===== config.mk =====
export PLATFORM = sky130hd
export DESIGN_NAME = halfadder_bist
export DESIGN_NICKNAME = d
export VERILOG_FILES = /design/src/rtl/halfadder_bist.sv
export SDC_FILE = /design/constraint.sdc
export NUM_CORES = 1
export LEC_CHECK = 0
export CORE_MARGIN = 3
export CORE_UTILIZATION = 54
export DETAILED_ROUTE_END_ITERATION = 10
export PLACE_DENSITY = 0.78
export RECOVER_POWER = 25
export SLEW_MARGIN = 30
export SYNTH_ARGS = -nofsm -noshare
export SYNTH_HDL_FRONTEND = slang
export SYNTH_SLANG_ARGS = --single-unit

===== constraint.sdc =====
create_clock -name clk -period 3.02 [get_ports clk]
set_input_delay 0.604 -clock clk [delete_from_list [all_inputs] [get_ports clk]]
set_output_delay 0.604 -clock clk [all_outputs]
set_load 0.1 [all_outputs]

===== src/rtl/halfadder_bist.sv =====
// Built-in self test for an external half adder: sweeps {A,B} through 00..11, samples C/Sum
// at the end of each hold and reports pass/err_count. Define HALFADDER_BIST_ERRLOG_EN for fail_vec/fail_seen.
module halfadder_bist #(
  parameter int SETTLE_CYCLES = 2,
  parameter int LOOPS         = 1
) (
  input  logic       clk,
  input  logic       rst_n,
  input  logic       start,
  output logic       A,
  output logic       B,
  input  logic       C,
  input  logic       Sum,
  output logic       busy,
  output logic       done,
  output logic       pass,
  output logic [2:0] err_count
`ifdef HALFADDER_BIST_ERRLOG_EN
  ,
  output logic [1:0] fail_vec,
  output logic       fail_seen
`endif
);

  typedef enum logic [1:0] {S_IDLE, S_DRIVE, S_CHECK, S_DONE} state_t;

  localparam logic [3:0] LP_SETTLE = 4'(SETTLE_CYCLES);
  localparam logic [3:0] LP_LOOPS  = 4'(LOOPS);
  // With no settle cycles every hold is a single sample cycle, so DRIVE is skipped.
  localparam state_t LP_HOLD_ENTRY = (SETTLE_CYCLES == 0) ? S_CHECK : S_DRIVE;

  state_t     r_state;
  state_t     w_state_nxt;
  logic [3:0] r_settle;
  logic [3:0] r_loop;
  logic [1:0] r_idx;
  logic [2:0] r_err;
  logic       r_pass;
  logic       w_busy;
  logic       w_mis;
  logic       w_last_vec;
  logic       w_more_loops;
  logic       w_run_end;
  logic [2:0] w_err_nxt;

  function automatic logic [2:0] sat_inc(input logic [2:0] v);
    return (v == 3'd7) ? v : v + 3'd1;
  endfunction

  assign w_busy       = (r_state == S_DRIVE) || (r_state == S_CHECK);
  assign A            = w_busy & r_idx[1];
  assign B            = w_busy & r_idx[0];
  assign w_mis        = (r_state == S_CHECK) && ((C != (A & B)) || (Sum != (A ^ B)));
  assign w_err_nxt    = w_mis ? sat_inc(r_err) : r_err;
  assign w_last_vec   = (r_idx == 2'd3);
  assign w_more_loops = ((r_loop + 4'd1) < LP_LOOPS);
  assign w_run_end    = w_last_vec && !w_more_loops;

  assign busy      = w_busy;
  assign done      = (r_state == S_DONE);
  assign pass      = r_pass;
  assign err_count = r_err;

  always_ff @(posedge clk or negedge rst_n) begin
    if (!rst_n) begin
      r_state <= S_IDLE;
    end else begin
      r_state <= w_state_nxt;
    end
  end

  always_comb begin
    w_state_nxt = r_state;
    case (r_state)
      S_IDLE:  if (start) w_state_nxt = LP_HOLD_ENTRY;
      S_DRIVE: if (r_settle == (LP_SETTLE - 4'd1)) w_state_nxt = S_CHECK;
      S_CHECK: w_state_nxt = w_run_end ? S_DONE : LP_HOLD_ENTRY;
      S_DONE:  w_state_nxt = S_IDLE;
      default: w_state_nxt = S_IDLE;
    endcase
  end

  always_ff @(posedge clk or negedge rst_n) begin
    if (!rst_n) begin
      r_settle <= 4'd0;
      r_loop   <= 4'd0;
      r_idx    <= 2'd0;
      r_err    <= 3'd0;
      r_pass   <= 1'b0;
    end else begin
      case (r_state)
        S_IDLE: begin
          if (start) begin
            r_settle <= 4'd0;
            r_loop   <= 4'd0;
            r_idx    <= 2'd0;
            r_err    <= 3'd0;
            r_pass   <= 1'b0;
          end
        end
        S_DRIVE: r_settle <= r_settle + 4'd1;
        S_CHECK: begin
          r_settle <= 4'd0;
          r_err    <= w_err_nxt;
          r_idx    <= r_idx + 2'd1;
          if (w_last_vec) r_loop <= r_loop + 4'd1;
          // The final sample lands in the same edge that enters DONE, so judge on the updated count.
          if (w_run_end) r_pass <= (w_err_nxt == 3'd0);
        end
        default: ;
      endcase
    end
  end

`ifdef HALFADDER_BIST_ERRLOG_EN
  logic [1:0] r_fail_vec;
  logic       r_fail_seen;

  always_ff @(posedge clk or negedge rst_n) begin
    if (!rst_n) begin
      r_fail_vec  <= 2'd0;
      r_fail_seen <= 1'b0;
    end else if ((r_state == S_IDLE) && start) begin
      r_fail_vec  <= 2'd0;
      r_fail_seen <= 1'b0;
    end else if (w_mis && !r_fail_seen) begin
      r_fail_vec  <= r_idx;
      r_fail_seen <= 1'b1;
    end
  end

  assign fail_vec  = r_fail_vec;
  assign fail_seen = r_fail_seen;
`endif

endmodule


* Word level (Yosys, flattened, before mapping)
Cells that the tools add are included.
** Cells by class
- $add $sub $neg :: 4
- Order comparisons :: 1
- Equal/unequal tests :: 12
- Muxes and demuxes :: 17
- Bitwise operators :: 4
- Reductions and logical operators :: 14
** Operator list (number)
- $pmux 4 s3 :: 1
- $mux 3 :: 3
- $add 4x1->4 const B :: 2
- $mux 2 :: 4
- $mux 4 :: 2
- $pmux 2 s4 :: 1
- $pmux 4 s2 :: 1
- $eq 2x2->1 const B :: 3
- $ne 2x2->1 const B :: 3
- $pmux 3 s2 :: 1
- $reduce_and 2->1 :: 3
- $reduce_and 3->1 :: 2
- $eq 4x1->1 const B :: 1
- $lt 4x1->1 const B :: 1
- $pmux 2 s2 :: 1
- $add 3x1->3 const B :: 1
- $and 1x1->1 :: 3
- $eq 3x3->1 const B :: 1
- $logic_not 3->1 :: 1
- $reduce_bool 3->1 :: 1
- $add 2x1->2 const B :: 1
- $eq 2x1->1 const B :: 1
- $logic_and 1x1->1 :: 2
- $logic_not 2->1 :: 1
- other kinds (8) :: 11
** Storage, ports and cells
- Register bits :: 16
- Input bits :: 5

* Depth between registers and ports, before layout
- Depth after elaboration :: 11
- Depth in mapped cells :: 8
- Gate-level depth less buffers :: 8

* Worst setup path before layout
Ideal clock, no wire load.
- Path kind :: register to register
- Start :: reg r_state[0]
- End :: reg r_pass, in the netlist pass
- Library setup time :: 0.123 ns
- Arrival time :: 3.566 ns
- Required time :: 2.897 ns
- Slack :: -0.669 ns
- Cell stages (with the launch flop) :: 9
- Buffers on the path :: 0
- Period minus slack after synthesis :: 3.689 ns
- Cell sequence :: dfrtp_1 -> inv_1 -> ha_1 -> and2_1 -> ha_1 -> xnor2_2 -> a21oi_2 -> mux2_1 -> a32o_1
** Between the ends
- Cells in the longest elaborated chain, start to end :: 11
- Elaborated cells on any way between the ends :: 20
- Those cells by class :: eq/ne: 6; mux: 3; bitwise: 4; reduce/logical: 7
** RTL lines
- start, declared :: line 32 : state_t r_state;
- start signal, assigned :: line 68 : r_state <= w_state_nxt;
- $eq 2x1->1 or $eq 2x2->1 (tied branches) :: line 50 : assign w_busy = (r_state == S_DRIVE) || (r_state == S_CHECK);
- $logic_or 1x1->1 (*) :: line 50
- named net busy :: line 14 : output logic busy,
- $and 1x1->1 (*) :: line 52 : assign B = w_busy & r_idx[0];
- named net B :: line 11 : output logic B,
- $and 1x1->1 or $xor 1x1->1 (tied branches) :: line 53 : assign w_mis = (r_state == S_CHECK) && ((C != (A & B)) || (Sum != (A ^ B)));
- $ne 1x1->1 :: line 53
- $logic_or 1x1->1 (*) :: line 53
- $logic_and 1x1->1 (*) :: line 53
- $mux 3 (*) :: line 54 : assign w_err_nxt = w_mis ? sat_inc(r_err) : r_err;
- $logic_not 3->1 (*) :: line 108 : if (w_run_end) r_pass <= (w_err_nxt == 3'd0);
- $mux 1 (*) :: line 108
- $pmux 1 s2 (*) :: line 91 : case (r_state)
- end signal, assigned :: line 108
- end, declared :: line 38 : logic r_pass;
The timed path passes the listed nets; every way through them passes the cells marked *. The select of a mux whose other input is x is not followed.
A chain may end at the register's enable or synchronous reset.

* Final worst setup path
- Start :: reg r_state[0]
- End :: reg r_pass, in the netlist pass
** Between the ends
- Cells in the longest elaborated chain, start to end :: 11
- Elaborated cells on any way between the ends :: 20
- Those cells by class :: eq/ne: 6; mux: 3; bitwise: 4; reduce/logical: 7
** RTL lines (line)
- $eq 2x1->1 or $eq 2x2->1 (tied branches) :: 50, 53, 91
- $logic_or 1x1->1 :: 50
- $and 1x1->1 (on tied branches) :: 51, 52
- $and 1x1->1 or $xor 1x1->1 (tied branches) :: 53
- $ne 1x1->1 :: 53
- $logic_or 1x1->1 :: 53
- $logic_and 1x1->1 :: 53
- $mux 3 :: 54
- $logic_not 3->1 :: 108
- $mux 1 :: 108
- $pmux 1 s2 :: 91
Several ways; a longest one is shown, not always the timed one. The select of a mux whose other input is x is not followed.

==> summary.txt <==
Status
  • Status: finished, final reports clean

Layout
  • Synthesis-to-layout area growth: 14.5%
  • Ratio of cells with drive above 1 in the final layout: 17.3%
  • Leading cell types in the layout, fill and taps excluded: sky130_fd_sc_hd__dfrtp_1 (16), sky130_fd_sc_hd__nand2_1 (10), sky130_fd_sc_hd__ha_1 (9), sky130_fd_sc_hd__buf_4 (9)
  • Final-stage net count: 149
  • Leading cell type in the layout, fill and taps excluded: sky130_fd_sc_hd__dfrtp_1
  • Ant. Diodes: 0
  • Filler cell count in the final layout: 162
  • Finished Cell Area: 1280 µm²
  • Final standard cell count with taps included and fillers excluded: 158

Setup path
  • Count of cells along the worst register-to-register path: 8
  • WP data arrival: 2640 ps
  • Reg2Reg Launch Point: r_state[0]
  • Worst flop-to-flop path endpoint: pass
  • Nature of the critical path endpoint: flop
  • CP Max Fanout: 5
  • Type of the worst setup path: reg -> reg
  • Startpoint type of the worst setup path: flop
  • Critical path data required time: 3210 ps
  • Setup slack on the worst flop-to-flop path: 580 ps

Yosys
  • Synthesized netlist net count: 135
  • Share of flip-flops with an asynchronous set or reset after synthesis: 100%
  • Synth top area cells: sky130_fd_sc_hd__dfrtp_1 (36%), sky130_fd_sc_hd__ha_1 (11%), sky130_fd_sc_hd__a21oi_1 (3.6%), sky130_fd_sc_hd__nand2_1 (3.3%), sky130_fd_sc_hd__o21ai_0 (3.1%)
  • Post-Synthesis Cells: 120
  • Cell variety after synth: 38
  • Number of synthesized flops with an enable pin: 0
  • Largest area contributor in the netlist: sky130_fd_sc_hd__dfrtp_1
  • Syn Area/Cell: 9.35 µm²
  • Synth warn: 0
  • Top flip-flop cell by instance count after synthesis: sky130_fd_sc_hd__dfrtp_1
  • Post-Syn Area: 1120 µm²
  • Flop and latch count out of synthesis: 16
  • Top cell type's share of synthesized area: 35.7%
  • Register area share after synthesis: 35.7%

Place
  • Gpl congestion: 0.844
  • Quantity of I/O buffers inserted on ports: 12
  • Setup Slack @ Placement: 601 ps
  • Cell Area, Placed: 1250 µm²
  • Number of placed instances with taps included: 154
  • Post-detail-place hpwl: 1.79 mm

Route
  • Remaining routing DRC violations: 0
  • Detailed Routing Iterations Pass 1: 4
  • Antenna violation net count after detailed routing: 0
  • Total detailed-routing wirelength: 2.47 mm
  • Total via count after detailed routing: 946
  • Via-per-instance ratio: 5.99
  • Iteration-0 DRC Markers: 27
  • Post-detailed-route wirelength per cell: 15.6 µm

Min path
  • Worst hold path stage count: 1
  • Hold EP: pass
  • Class of the worst hold path: reg -> reg
  • Hold path start: pass

Timing
  • Setup WS post-layout: 576 ps
  • Final setup skew: 6.57 ps
  • Final-report hold violation count: 0
  • Max-slew violation total from the final report: 0
  • Achievable clock frequency: 409 MHz
  • Final number of setup-violating endpoints: 0
  • Unrepaired setup endpoints after global routing: false
  • Post-layout min period: 2440 ps
  • Final TNS setup: 0 ps
  • Max-slew headroom: 50.1%
  • Transition time at the pin with the least slew margin: 746 ps
  • Final Cycle Share: 80.9%

Die
  • Die Footprint: 2660 µm²
  • Number of I/O pins: 13
  • Initial standard-cell utilization of the core: 61.0%
  • Horiz. Die Dim: 51.6 µm
  • Std-Cell Rows: 15
  • Chip Height: 51.6 µm
  • Total core area: 1840 µm²

Clock tree
  • Number of buffers created by CTS: 3
  • Root Buffer: sky130_fd_sc_hd__clkbuf_4
  • Cts-stage hold buffer count: 0
  • Later-pin clock latency in the skew report: 290 ps
  • Clock-pin slew reported for the worst setup and hold paths after clock tree synthesis: 100 ps
  • Post-CTS sizing: 0
  • CTS H-tree lvls: 1
  • Clock buffer depth: 2
  • CTS tree: done
  • Post-CTS Repair Setup Buffers: 0
  • # clock sinks: 16

Global routing
  • Global-route wire length before repair: 4.12 mm
  • Initial antenna violation count: 0
  • Largest net degree at the start of global routing: 17
  • Overflow left after global routing: 0
  • Number of global-route vias before repair: 918
  • Overall global routing resource usage: 20.9%

Flow run
  • # Max-Cap Violations: 0
stage by stage:
step	hold WS [ps]	util [%]
finish	500	69.9
detailed placement	486	67.9
CTS	511	69.9
global placement	479	67.9
floorplan	308	-
global route	539	69.9
area by class of cell:
type / instances / area [µm²] / area share [%]
Multi-Input combinational cell: 94 / 687 / 53.5
Clock buffer: 4 / 36.3 / 2.82
Tap cell: 25 / 31.3 / 2.43
Sequential cell: 16 / 400 / 31.2
Timing Repair Buffer: 13 / 108 / 8.37
Inverter: 6 / 22.5 / 1.75
cell usage after synthesis, types with 3 or more instances:
master and number:
sky130_fd_sc_hd__nor2_1 8, sky130_fd_sc_hd__o221ai_1 3, sky130_fd_sc_hd__nand3_1 4, sky130_fd_sc_hd__nor3_1 3
sky130_fd_sc_hd__buf_2 4, sky130_fd_sc_hd__a21o_1 3, sky130_fd_sc_hd__a21oi_1 8, sky130_fd_sc_hd__nand2b_1 5
sky130_fd_sc_hd__inv_1 6, sky130_fd_sc_hd__ha_1 10, sky130_fd_sc_hd__dfrtp_1 16, sky130_fd_sc_hd__nand3b_1 3
sky130_fd_sc_hd__nand2_1 10, sky130_fd_sc_hd__o21ai_0 7
worst max-delay path: stages (launching register included):
cell and delay, ps:
sky130_fd_sc_hd__dfrtp_1 430, sky130_fd_sc_hd__inv_1 110, sky130_fd_sc_hd__ha_2 310, sky130_fd_sc_hd__and2_4 170
sky130_fd_sc_hd__ha_1 300, sky130_fd_sc_hd__xnor2_2 170, sky130_fd_sc_hd__a21oi_2 250, sky130_fd_sc_hd__mux2_1 350
sky130_fd_sc_hd__a32o_1 250
worst max path at each step:
stage / from / endpoint / slack, ps / cells past startpoint
floorplan: r_state[1] / pass / 90 / 8
global placement: r_state[0] / pass / 680 / 8
detailed placement: r_state[0] / pass / 600 / 8
CTS: r_state[0] / pass / 590 / 8
global route: r_state[0] / pass / 480 / 8
finish: r_state[0] / pass / 580 / 8
sequential cells by signal, summed over array words and instances (netlist names):
signal	flops
pass	1
r_settle	4
err_count	3
r_loop	4
r_idx	2
r_state	2
routing by layer:
| layer | track usage, % | vias to the layer above | share of wire, % |
|---|---|---|---|
| met5 | 0 | - | 0 |
| met4 | 7.86 | 0 | 1.5 |
| met3 | 5.44 | 4 | 4.0 |
| met2 | 34.7 | 17 | 47 |
| met1 | 25.9 | 455 | 47 |
| li1 | - | 470 | - |
cell families (layout without fill, tap and decap cells):
logic type                 after synthesis  in the layout  share of synthesized area (%)
AOI/OAI and AO/OA                       40             40                           25.5
and+or+nand+nor                         38             38                           16.9
DFF                                     16             16                           35.7
adders and majority gates               10             10                           11.1
buffers and inverters                   10             23                           3.79
muxes                                    4              4                           4.01
xor gates and xnor gates                 2              2                           2.90
Power is left out: the tool's default activity adds up to more than one toggle a clock period on the data nets, which glitch-free logic cannot reach.
==> RTL edit 1: new RTL, same settings <==
Re-encode `state_t` (4 states) as one-hot, 4 bits wide.
--- a/src/rtl/halfadder_bist.sv
+++ b/src/rtl/halfadder_bist.sv
@@ -23,5 +23,5 @@
 );
 
-  typedef enum logic [1:0] {S_IDLE, S_DRIVE, S_CHECK, S_DONE} state_t;
+  typedef enum logic [3:0] {S_IDLE = 4'b0001, S_DRIVE = 4'b0010, S_CHECK = 4'b0100, S_DONE = 4'b1000} state_t;
 
   localparam logic [3:0] LP_SETTLE = 4'(SETTLE_CYCLES);
Formal check against the unedited RTL: no difference found for any inputs over 10 cycles, from zero or initial values and one cycle with rst_n low; not proved beyond that.
==> RTL edit 1 against the original RTL <==
Sequential cell count up 2; utilization increased by 5.8 points; worst setup slack got worse by 0.017 ns; sequential share of layout area up 6.3 points; cell count shrank 14%; area after synthesis shrank 14%; routed wire length is 15% lower; die area shrank 13%; fmax fell by 0.70%; cell area down 6.1%; largest cell class unchanged; highest routed layer is now met3.
==> RTL edit 1: results <==
worst_hold_path:
  hold_class: "flip-flop to flip-flop"
  hold_end: "pass"
  hold_path_depth: 1
  hp-start: "pass"
critical_path:
  cpPeakStageDelay_ns: 0.60
  r2r_start: "r_state[0]"
  reg2reg_depth: 9
  rrSetupSlack_ns: 0.56
  r2r-end: "err_count[1]"
  critPathTopFamily: "simple AND/OR/NAND/NOR gates"
  crit_fanout: 6
  worstPathArrival_ns: 2.66
  crit_path_top_delay_cell: "dfstp_2"
cells_and_area:
  antenna_cells: 0
  layout-drive-gt1-share: 0.188
  stdcell_count: 136
  nNetsFinal: 124
  fillers: 112
  reg.largest.list: "r_loop: 4 flops, r_settle: 4 flops, r_state: 4 flops"
grt:
  grt_use_total: 0.212
  grt_pass1_wl_um: 3280
  grt_max_degree: 19
  grt_pass1_vias: 703
  antenna_found_initial: 0
logic_synthesis:
  async_flop_share: 1.00
  synthTopCellsByArea: "dfrtp_1, ha_1, nand2_1"
  ys_warn_count: 0
  synth_cells: 95
  yosysUniqueCellTypes: 30
  netlist_top_cells_count: "dfrtp_1, nand2_1, nor2_1"
  ys_seq_area_frac: 0.469
  syn_nets: 106
clock_network:
  root_buffer: "clkbuf_4"
  path_clk_slew_ns: 0.11
  insertion_delay_ns: 0.30
  cts_buffers: 3
  post_cts_buffers: 0
  cts_buffer_depth: 2
  cts_resized: 0
  ctsHtreeMaxLevel: 1
placed_design:
  io_buffers: 12
  pre_cts_ws_ns: 0.565
  place.gp.congestion: 0.813
  place_inst: 132
  place_hpwl_um: 1510
sta:
  tightest_slew_ns: 0.785
  finClkSkew_ns: 0.0122
  holdWs_ns: 0.507
outcome:
  status: "completed"
power:
  peakVddDrop_v: 0.000502
  p_leak_nw: 0.565
  switching_share: 0.406
drt:
  wl_um: 2110
  first_pass_iters: 4
  routed_via_density: 5.88
  drt_iter0_drc: 30
[RTL edit 1: power groups by stage]
stage	Clock [mW]	Combinational [mW]	Sequential, mW
after detailed placement	0	0.269	0.331
after global routing	0.167	0.295	0.334
after CTS	0.154	0.271	0.327
after global placement	0	0.262	0.329
after floorplan	0	0.141	0.363
final	0.151	0.270	0.328
[RTL edit 1: how the worst max path moves through the flow]
stage	startpoint	endpoint	slack, ns	cells past startpoint
after floorplan	r_state[3]	err_count[1]	0.009	9
after global placement	r_state[0]	err_count[1]	0.64	9
after detailed placement	r_state[0]	err_count[1]	0.57	9
after CTS	r_state[0]	err_count[1]	0.56	9
after global routing	r_state[0]	err_count[1]	0.39	9
final	r_state[0]	err_count[1]	0.56	9
[RTL edit 1: final cells by class]
cell class | count | share of cell area
clock buffer | 4 | 0.0301
tap | 24 | 0.0249
inverter | 2 | 0.00622
timing repair buffer | 15 | 0.133
sequential | 18 | 0.374
multi-input combinational | 73 | 0.432
[RTL edit 1: stage by stage]
step	utilization	cell area [sq um]
6_report	0.757	1210
3_5_place_dp	0.734	1170
4_1_cts	0.757	1210
2_1_floorplan	-	983
5_1_grt	0.757	1210
3_3_place_gp	0.734	1170
[RTL edit 1: kinds of logic (layout without fill, tap and decap cells)]
kind of cell	Yosys count	after routing	share of synthesized area
AOI/OAI and AO/OA	19	19	0.135
adders and majority gates	6	6	0.0780
DFF	18	18	0.469
muxes	2	2	0.0221
and+or+nand+nor	40	40	0.222
xor gates and xnor gates	6	6	0.0546
buffers and inverters	4	21	0.0182
[RTL edit 1: per-layer routing]
layer,routed length (um),GRT usage,vias up,part of all wire
met1,972,0.284,387,0.46
met4,0,0.0860,0,0
met5,0,0,-,0
met3,87,0.0369,0,0.041
li1,-,-,384,-
met2,1050,0.336,28,0.50
==> RTL edit 2: new RTL, config.mk and constraints unchanged <==
Made on the original files. Register the inputs `C` and `Sum` before use, without a reset. The logic sees them one clock later. The other inputs are not delayed to match.
--- a/src/rtl/halfadder_bist.sv
+++ b/src/rtl/halfadder_bist.sv
@@ -30,4 +30,12 @@
   localparam state_t LP_HOLD_ENTRY = (SETTLE_CYCLES == 0) ? S_CHECK : S_DRIVE;
 
+  logic C_q;
+  logic Sum_q;
+
+  always_ff @(posedge clk) begin
+    C_q   <= C;
+    Sum_q <= Sum;
+  end
+
   state_t     r_state;
   state_t     w_state_nxt;
@@ -51,5 +59,5 @@
   assign A            = w_busy & r_idx[1];
   assign B            = w_busy & r_idx[0];
-  assign w_mis        = (r_state == S_CHECK) && ((C != (A & B)) || (Sum != (A ^ B)));
+  assign w_mis        = (r_state == S_CHECK) && ((C_q != (A & B)) || (Sum_q != (A ^ B)));
   assign w_err_nxt    = w_mis ? sat_inc(r_err) : r_err;
   assign w_last_vec   = (r_idx == 2'd3);
Formal check against the unedited RTL: not equivalent (a bounded check fails within 10 cycles, from zero or initial values and one cycle with rst_n low).
==> RTL edit 2 against the original RTL <==
Worst setup slack better by 0.020 ns; highest routed layer unchanged; routed wire length down 6.7%; sequential cell count up 2; area after synthesis up 1.6%; via count down 2.6%; cell area up 1.2%; die area up 1.4%; largest cell class unchanged.
Power is left out: the tool's default activity adds up to more than one toggle a clock period on the data nets, which glitch-free logic cannot reach.
==> RTL edit 2: results <==
sta:
  max_slew_margin: 0.478
  finClkSkew_ns: 0.00633
  fmax_ghz: 0.413
  holdWs_ns: 0.523
cells_and_area:
  layout-drive-gt1-share: 0.163
  antenna_cells: 0
  stdcell_count: 160
  nNetsFinal: 151
grt:
  grt_max_degree: 17
  grt_use_total: 0.198
  grt_pass1_vias: 934
  grt_pass1_wl_um: 4070
  antenna_found_initial: 0
clock_network:
  cts_buffer_depth: 2
  post_cts_buffers: 0
  root_buffer: "clkbuf_4"
  ctsHoldBuffers: 0
  cts_buffers: 3
  ctsHtreeMaxLevel: 1
critical_path:
  reg2reg_depth: 8
  worstSetupStartpointType: "flip-flop"
  rrSetupSlack_ns: 0.60
logic_synthesis:
  synth_cells: 122
  ys_warn_count: 0
  synth-xor-area-share: 0.0231
  synth_mux_area_frac: 0.0527
  async_flop_share: 0.889
  yosysUniqueCellTypes: 39
  synthTopCellsByArea: "dfrtp_1, ha_1, o21ai_0"
  synth-main-ff-cell: "dfrtp_1"
  synthAdderAreaFrac: 0.110
  ys_seq_area_frac: 0.386
  synth_compound_area_frac: 0.227
  syn_nets: 137
  netlist_top_cells_count: "dfrtp_1, o21ai_0, ha_1, nand2_1, a21oi_1"
  synth_top_family_by_area: "compound AO/OA/AOI/OAI gates"
worst_hold_path:
  hp-start: "pass"
  hold_class: "flip-flop to flip-flop"
  hold_end: "pass"
placed_design:
  io_buffers: 12
  placed_area_sq_mm: 0.00126
  place_hpwl_um: 1750
  place.gp.congestion: 0.839
  pre_cts_ws_ns: 0.619
outcome:
  status: "completed"
drt:
  wl_um: 2310
  drt_iter0_drc: 19
  routed_via_density: 5.76
  first_pass_iters: 4
==> RTL edit 2: kinds of logic after synthesis <==
logic type	count (synthesis)
AND/OR/NAND/NOR	38
XOR/XNOR	3
flip-flops	18
buffers and inverters	9
multiplexers	5
AO/OA/AOI/OAI	39
adder cells (fa/ha/maj)	10
==> RTL edit 2: final cells by class <==
cell class	count	area, sq um
inverter	6	22.5
clock buffer	4	36.3
timing repair buffer	12	100
sequential	18	440
fill	149	558
multi-input combinational	95	669
tap	25	31.3
==> RTL edit 2: critical path, cell delays in order, from the launching register on <==
cell and delay, ns:
dfrtp_1 0.44, inv_1 0.10, ha_2 0.30, and2_4 0.15
ha_1 0.29, xor2_1 0.18, o211ai_2 0.27, mux2_4 0.33
a32o_1 0.25
==> RTL edit 2: per-layer routing <==
metal / vias to the layer above / global-route usage / share of wire
met5: - / 0 / 0
met4: 0 / 0.0480 / 0.0030
met3: 2 / 0.0372 / 0.039
met2: 15 / 0.351 / 0.49
met1: 435 / 0.244 / 0.47
li1: 469 / - / -
